## config.mk

```make
export PLATFORM = sky130hd
export DESIGN_NAME = ifetch_flat
export DESIGN_NICKNAME = d
export VERILOG_FILES = /design/src/rtl/ifetch_pkg.sv /design/src/rtl/ifetch_if.sv /design/src/rtl/ifetch_fetch_fifo.sv /design/src/rtl/ifetch.sv /design/src/flat_wrapper.sv
export SDC_FILE = /design/constraint.sdc
export NUM_CORES = 1
export LEC_CHECK = 0
export BUFFER_PORTS_ARGS = -buffer_cell sky130_fd_sc_hd__buf_4
export CORE_MARGIN = 5
export CORE_UTILIZATION = 40
export CTS_BUF_LIST = sky130_fd_sc_hd__clkbuf_4 sky130_fd_sc_hd__clkbuf_8 sky130_fd_sc_hd__clkbuf_16
export CTS_CLUSTER_DIAMETER = 120
export DETAILED_ROUTE_END_ITERATION = 10
export PLACE_DENSITY = 0.65
export SLEW_MARGIN = 10
export SYNTH_ARGS = -nofsm -noshare
export SYNTH_HDL_FRONTEND = slang
export SYNTH_SLANG_ARGS = --single-unit
```

## constraint.sdc

```tcl
create_clock -name HCLK -period 13.2 [get_ports HCLK]
set_input_delay 2.64 -clock HCLK [delete_from_list [all_inputs] [get_ports HCLK]]
set_output_delay 2.64 -clock HCLK [all_outputs]
set_load 0.02 [all_outputs]
```

## src/rtl/ifetch_pkg.sv

```systemverilog
// Shared types for the instruction fetch stage: fetch entry layout, FSM states
// and the NOP word used to fill misaligned-fetch fault entries.
package ifetch_pkg;

    localparam logic [31:0] NOP_INST = 32'h00000013;

    typedef enum logic [1:0] {
        RUN   = 2'd0,
        FAULT = 2'd1,
        HALT  = 2'd2
    } state_t;

    typedef struct packed {
        logic [63:0] pc;
        logic [31:0] inst;
        logic        fault;
    } fetch_entry_t;

    localparam int ENTRY_W = $bits(fetch_entry_t);

endpackage

```

## src/rtl/ifetch_if.sv

```systemverilog
// Bundle between ifetch and its surroundings: ROM read port, redirect input,
// decode-side output handshake and a debug view of the FSM and FIFO occupancy.
interface ifetch_if;
    import ifetch_pkg::*;

    logic [63:0] HADDR;
    logic [63:0] HWDATA;
    logic        HWRITE;
    logic [63:0] HRDATA;

    logic        redirect_valid;
    logic [63:0] redirect_pc;

    // An entry transfers on a rising edge where out_valid & out_ready are both
    // high; out_valid never looks at out_ready and head fields hold while stalled.
    logic        out_valid;
    logic        out_ready;
    logic [63:0] out_pc;
    logic [31:0] out_inst;
    logic        out_fault;

    state_t      dbg_state;
    logic [7:0]  dbg_count;

    modport master (
        output HADDR, HWDATA, HWRITE,
        input  HRDATA,
        input  redirect_valid, redirect_pc,
        output out_valid, out_pc, out_inst, out_fault,
        input  out_ready,
        output dbg_state, dbg_count
    );

    modport slave (
        input  HADDR, HWDATA, HWRITE,
        output HRDATA,
        output redirect_valid, redirect_pc,
        input  out_valid, out_pc, out_inst, out_fault,
        output out_ready,
        input  dbg_state, dbg_count
    );

endinterface

```

## src/rtl/ifetch_fetch_fifo.sv

```systemverilog
// Small synchronous FIFO for prefetched instructions. Flush beats push/pop;
// a push into a full FIFO succeeds only when a pop happens in the same cycle.
module fetch_fifo #(
    parameter int   WIDTH = 8,
    parameter int   DEPTH = 2,
    localparam int  AW    = $clog2(DEPTH)
) (
    input  logic             clk,
    input  logic             rst,
    input  logic             push,
    input  logic             pop,
    input  logic             flush,
    input  logic [WIDTH-1:0] din,
    output logic [WIDTH-1:0] dout,
    output logic [AW:0]      count,
    output logic             full,
    output logic             empty
);

    logic [WIDTH-1:0] mem [DEPTH];
    logic [AW-1:0]    rd_ptr;
    logic [AW-1:0]    wr_ptr;
    logic             do_push;
    logic             do_pop;

    assign full    = (count == (AW+1)'(DEPTH));
    assign empty   = (count == '0);
    assign do_pop  = pop && !empty;
    assign do_push = push && (!full || do_pop);
    assign dout    = empty ? '0 : mem[rd_ptr];

    always_ff @(posedge clk) begin
        if (rst || flush) begin
            rd_ptr <= '0;
            wr_ptr <= '0;
            count  <= '0;
        end else begin
            if (do_push) wr_ptr <= wr_ptr + AW'(1);
            if (do_pop)  rd_ptr <= rd_ptr + AW'(1);
            count <= count + (AW+1)'(do_push) - (AW+1)'(do_pop);
        end
    end

    always_ff @(posedge clk) begin
        if (!rst && !flush && do_push) mem[wr_ptr] <= din;
    end

endmodule

```

## src/rtl/ifetch.sv

```systemverilog
// Instruction fetch stage: owns the PC, reads the ROM combinationally and
// queues {pc, inst, fault} entries for decode; redirects flush the queue.
module ifetch
    import ifetch_pkg::*;
#(
    parameter logic [63:0] RESET_PC   = 64'h0,
    parameter int          FIFO_DEPTH = 2
) (
    input  logic            HCLK,
    input  logic            HRESET,
    ifetch_if.master        bus
);

    state_t                    state, state_nx;
    logic [63:0]               fetch_pc, fetch_pc_nx;
    logic [63:0]               fault_pc, fault_pc_nx;
    logic                      push, pop, flush;
    logic                      full, empty, space;
    logic [$clog2(FIFO_DEPTH):0] count;
    fetch_entry_t              din, head;
    logic                      unused_hrdata_hi;

    assign pop   = !empty && bus.out_ready;
    assign space = !full || pop;

    always_ff @(posedge HCLK) begin
        if (HRESET) begin
            state    <= RUN;
            fetch_pc <= RESET_PC;
            fault_pc <= '0;
        end else begin
            state    <= state_nx;
            fetch_pc <= fetch_pc_nx;
            fault_pc <= fault_pc_nx;
        end
    end

    always_comb begin
        state_nx    = state;
        fetch_pc_nx = fetch_pc;
        fault_pc_nx = fault_pc;
        push        = 1'b0;
        flush       = 1'b0;
        din         = '{pc: fetch_pc, inst: bus.HRDATA[31:0], fault: 1'b0};
        if (bus.redirect_valid) begin
            flush = 1'b1;
            if (bus.redirect_pc[1:0] == 2'b00) begin
                fetch_pc_nx = bus.redirect_pc;
                state_nx    = RUN;
            end else begin
                // Misaligned target: keep the old PC, report it once as a fault entry.
                fault_pc_nx = bus.redirect_pc;
                state_nx    = FAULT;
            end
        end else begin
            case (state)
                RUN: begin
                    if (space) begin
                        push        = 1'b1;
                        fetch_pc_nx = fetch_pc + 64'd4;
                    end
                end
                FAULT: begin
                    din = '{pc: fault_pc, inst: NOP_INST, fault: 1'b1};
                    if (space) begin
                        push     = 1'b1;
                        state_nx = HALT;
                    end
                end
                HALT:    state_nx = HALT;
                default: state_nx = RUN;
            endcase
        end
    end

    fetch_fifo #(
        .WIDTH (ENTRY_W),
        .DEPTH (FIFO_DEPTH)
    ) u_fifo (
        .clk   (HCLK),
        .rst   (HRESET),
        .push  (push),
        .pop   (pop),
        .flush (flush),
        .din   (din),
        .dout  (head),
        .count (count),
        .full  (full),
        .empty (empty)
    );

    assign bus.HADDR     = fetch_pc;
    assign bus.HWDATA    = 64'h0;
    assign bus.HWRITE    = 1'b0;
    assign bus.out_valid = !empty;
    assign bus.out_pc    = head.pc;
    assign bus.out_inst  = head.inst;
    assign bus.out_fault = head.fault;
    assign bus.dbg_state = state;
    assign bus.dbg_count = 8'(count);

    assign unused_hrdata_hi = ^bus.HRDATA[63:32];

endmodule

```

## src/flat_wrapper.sv

```systemverilog
// flat-port wrapper written by rule: the top's interface ports become plain ports
module ifetch_flat import ifetch_pkg::*;
#(
    parameter logic [63:0] RESET_PC   = 64'h0,
    parameter int          FIFO_DEPTH = 2
)
  (HCLK, HRESET, bus_HADDR, bus_HWDATA, bus_HWRITE, bus_HRDATA, bus_redirect_valid, bus_redirect_pc, bus_out_valid, bus_out_pc, bus_out_inst, bus_out_fault, bus_out_ready, bus_dbg_state, bus_dbg_count);
  ifetch_if bus_i ();
  input  logic HCLK;
  input  logic HRESET;
  output wire logic [$bits(bus_i.HADDR)-1:0] bus_HADDR;
  output wire logic [$bits(bus_i.HWDATA)-1:0] bus_HWDATA;
  output wire logic [$bits(bus_i.HWRITE)-1:0] bus_HWRITE;
  input wire logic [$bits(bus_i.HRDATA)-1:0] bus_HRDATA;
  input wire logic [$bits(bus_i.redirect_valid)-1:0] bus_redirect_valid;
  input wire logic [$bits(bus_i.redirect_pc)-1:0] bus_redirect_pc;
  output wire logic [$bits(bus_i.out_valid)-1:0] bus_out_valid;
  output wire logic [$bits(bus_i.out_pc)-1:0] bus_out_pc;
  output wire logic [$bits(bus_i.out_inst)-1:0] bus_out_inst;
  output wire logic [$bits(bus_i.out_fault)-1:0] bus_out_fault;
  input wire logic [$bits(bus_i.out_ready)-1:0] bus_out_ready;
  output wire logic [$bits(bus_i.dbg_state)-1:0] bus_dbg_state;
  output wire logic [$bits(bus_i.dbg_count)-1:0] bus_dbg_count;
  assign bus_HADDR = bus_i.HADDR;
  assign bus_HWDATA = bus_i.HWDATA;
  assign bus_HWRITE = bus_i.HWRITE;
  assign bus_i.HRDATA = bus_HRDATA;
  assign bus_i.redirect_valid = bus_redirect_valid;
  assign bus_i.redirect_pc = bus_redirect_pc;
  assign bus_out_valid = bus_i.out_valid;
  assign bus_out_pc = bus_i.out_pc;
  assign bus_out_inst = bus_i.out_inst;
  assign bus_out_fault = bus_i.out_fault;
  assign bus_i.out_ready = bus_out_ready;
  assign bus_dbg_state = bus_i.dbg_state;
  assign bus_dbg_count = bus_i.dbg_count;
  ifetch #(.RESET_PC(RESET_PC), .FIFO_DEPTH(FIFO_DEPTH)) u_core (.HCLK(HCLK), .HRESET(HRESET), .bus(bus_i));
endmodule
```

==> flow_metrics.env <==
export IMPL_die_w_um=207
export IMPL_cts_sinks=329
export IMPL_seqPwrFrac_pct=45.6
export IMPL_yosysWarningCount=0
export IMPL_hpwl_um=31600
export IMPL_post_route_cells_drive_above_1_share_pct=20.0
export IMPL_synth_cell_types=60
export IMPL_crit_family="buffers and inverters"
export IMPL_area_growth_pct=22.4
export IMPL_synth_edff_count=194
export IMPL_synth_cells=1643
export IMPL_cts_buffers=38
export IMPL_initial_core_util_pct=40.3
export IMPL_cp_data_required_time_ns=13.38
export IMPL_final_cell_mix="nand2_1, buf_4, edfxtp_1"
export IMPL_setup_tns_ns=0
export IMPL_antennaDiodeCount=0
export IMPL_peakVddDrop_uv=94.4
export IMPL_multiInputGateArea_um2=6350
export IMPL_sw_frac_of_total_pct=25.4
export IMPL_ios=369
export IMPL_criticalPathCategory="input pin to register"
export IMPL_fin_nets=2000
export IMPL_clkTransAtPathRegs_ns=0.06
export IMPL_max_clock_freq_mhz=177
export IMPL_comb_power_share_pct=11.6
export IMPL_row_count=72
export IMPL_dpl_worst_slack_ns=7.07
export IMPL_switchingPower_w=0.000645
export IMPL_grt_pass1_wl_um=71700
export IMPL_setup_viol=0
export IMPL_finalCritPeriodShare_pct=42.8
export IMPL_detail_route_drc_violations=0
export IMPL_hp_class="register to register"
export IMPL_grt_max_degree=72
export IMPL_wirelength_um=47000
export IMPL_cts_hold_buf=0
export IMPL_cap_violations=0
export IMPL_async_flop_share_pct=0
export IMPL_worst_path_buf_inv=4
export IMPL_vias=12800
export IMPL_cts_tree="yes"
export IMPL_core_area_um2=38600
export IMPL_die_h_um=207
export IMPL_hold_viol_final=0
export IMPL_nFillCells=3620
export IMPL_min_period_ns=5.65
export IMPL_tightestPinTransition_ns=1.21
export IMPL_p_clk_share_pct=42.8
export IMPL_slew_headroom_pct=19.0
export IMPL_root_buffer="clkbuf_16"
export IMPL_layout_setup_ws_ns=7.55
export IMPL_wl_per_cell_um=19.5
export IMPL_mostFrequentLayoutCell="nand2_1"
export IMPL_finalMaxSlewViolations=0
export IMPL_cp_cell_sequence="buf_4 -> buf_4 -> clkinv_1 -> nand2_1 -> nor3_2 -> buf_4"
export IMPL_clock_path_buffers=3
export IMPL_grt_setup_unrepaired="false"
export IMPL_post_cts_buffers=0
export IMPL_ff2ff_setup_slack_ns=9.79
export IMPL_overflow=0
export IMPL_synth_seq_cells=329
export IMPL_startpoint_type="input pin"
export IMPL_cp_arrival_ns=5.83
export IMPL_synth_area_um2=15600
export IMPL_power_density_nw_per_um2=133
export IMPL_ant_nets=0
export IMPL_seq_area_frac_synth_pct=54.8
export IMPL_cts_max_level=2
export IMPL_p_int_w=0.00190
export IMPL_gp_congestion=0.909
export IMPL_critPathSlowestCell="buf_4"
export IMPL_antenna_found_initial=1
export IMPL_io_buffers=265
export IMPL_power_leakage_nw=7.29
export IMPL_cts_resized=0
export IMPL_crit_path_max_incr_delay_ns=0.74
export IMPL_synth_top_area_share_pct=37.5
export IMPL_synth_ff_type="edfxtp_1"
export IMPL_seq_area_um2=8530
export IMPL_first_iter_violations=1251
export IMPL_firstDrtPassIters=5
export IMPL_status="complete, no violations"
export IMPL_cp_common_cell="buf_4"
export IMPL_clk_latency_ns=0.55
export IMPL_synth_largest_area_cell="edfxtp_1"
export IMPL_grt_pass1_vias=12300
export IMPL_grt_util_all_layers_pct=20.8
export IMPL_cp_end_kind="register"
export IMPL_die_area_um2=42900
export IMPL_synth_area_leaders="edfxtp_1, dfxtp_1, nand2_1, mux2i_1, nor2_1"
export IMPL_skew_ns=0.0157
export IMPL_avgSynthCellArea_um2=9.47
export IMPL_viasPerCell=5.31
export IMPL_cp_max_fo=71
export IMPL_total_power_w=0.00254
==> worst paths after layout <==
check | from | endpoint | cells after the start
min | u_core.fault_pc[54] | u_core.fault_pc[54] | 2
min reg2reg | u_core.fault_pc[54] | u_core.fault_pc[54] | 2
max reg2reg | u_core.bus.HADDR[2] | u_core.bus.HADDR[62] | 7
max | HRESET | u_core.u_fifo.mem[0][44] | 6
==> worst reg2reg max path, delay by kind of cell (launching register included) <==
kind | cells | cell delay, ns
AOI/OAI and AO/OA | 1 | 0.08
adders and majority gates | 1 | 0.28
DFF | 1 | 0.53
and+or+nand+nor | 4 | 2.13
muxes | 1 | 0.25
==> routing by layer <==
metal  vias to the layer above  wire length, µm  track usage [%]
met2                       509            22500             34.5
li1                       6066                -                -
met3                        85             3390             4.37
met4                         2             1260             6.84
met1                      6149            19800             27.5
met5                         -                8                0
==> sequential cells by signal (all words and copies together) (netlist names), named ones only <==
| name | flops |
|---|---|
| u_core.u_fifo.mem | 194 |
| u_core.bus.HADDR | 64 |
| u_core.fault_pc | 64 |
| u_core.bus.dbg_state | 2 |
| u_core.u_fifo.count | 2 |
| u_core.u_fifo.rd_ptr | 1 |
| u_core.u_fifo.wr_ptr | 1 |
==> cell type report <==
type                            count  share of cell area (%)
Multi-Input combinational cell   1194                    33.3
Clock buffer                       59                    6.32
Timing Repair Buffer              285                    11.2
Clock inverter                     11                   0.611
Sequential cell                   329                    44.8
Inverter                           15                   0.302
Tap cell                          518                    3.40
==> kinds of logic after synthesis <==
| family | Yosys count | share of synthesized area, % |
|---|---|---|
| adder cells (fa/ha/maj) | 5 | 0.402 |
| other | 1 | 0.0241 |
| buffers and inverters | 190 | 6.37 |
| flip-flops | 329 | 54.8 |
| XOR/XNOR | 4 | 0.225 |
| multiplexers | 109 | 7.04 |
| AND/OR/NAND/NOR | 751 | 21.1 |
| AO/OA/AOI/OAI | 254 | 10.0 |
==> cells in the mapped netlist, types with 3 or more instances <==
cell,n
a211oi_1,9
or2_2,5
a21oi_1,108
a22o_1,5
buf_1,12
and3_1,18
nand4_1,27
a21o_1,7
mux2_2,3
nor2b_1,32
a32o_1,5
nor3_1,17
clkbuf_1,83
o31ai_1,13
ha_1,5
a22oi_1,18
a31oi_1,15
nand3_1,50
o21ai_0,40
nand2_1,384
o211ai_1,4
or4_1,5
edfxtp_1,194
o22ai_1,6
o41ai_1,3
inv_1,14
a311oi_1,3
dfxtp_1,135
buf_4,71
buf_2,9
and4_1,4
mux2i_1,106
o21a_1,4
and2_1,6
nor4_1,15
nor2_1,176
xnor2_1,3
==> power groups by stage <==
stage	logic [W]	clock network, W	registers, W
detailed placement	0.000296	0	0.00118
floorplan	0.000184	0	0.00118
global route	0.000320	0.00116	0.00116
CTS	0.000297	0.00111	0.00116
finish	0.000295	0.00109	0.00116
global placement	0.000292	0	0.00118
==> metrics by stage <==
stage / utilization [%] / area [µm²] / hold slack [ns] / std cells
finish: 49.4 / 19000 / 0.454 / 2411
global route: 49.4 / 19000 / 0.467 / 2411
CTS: 49.4 / 19000 / 0.455 / 2411
detailed placement: 46.0 / 17700 / 0.447 / 2341
global placement: 46.0 / 17700 / 0.442 / 2341
floorplan: - / 15800 / 0.437 / 1713
(Power assumes the default switching activity.)
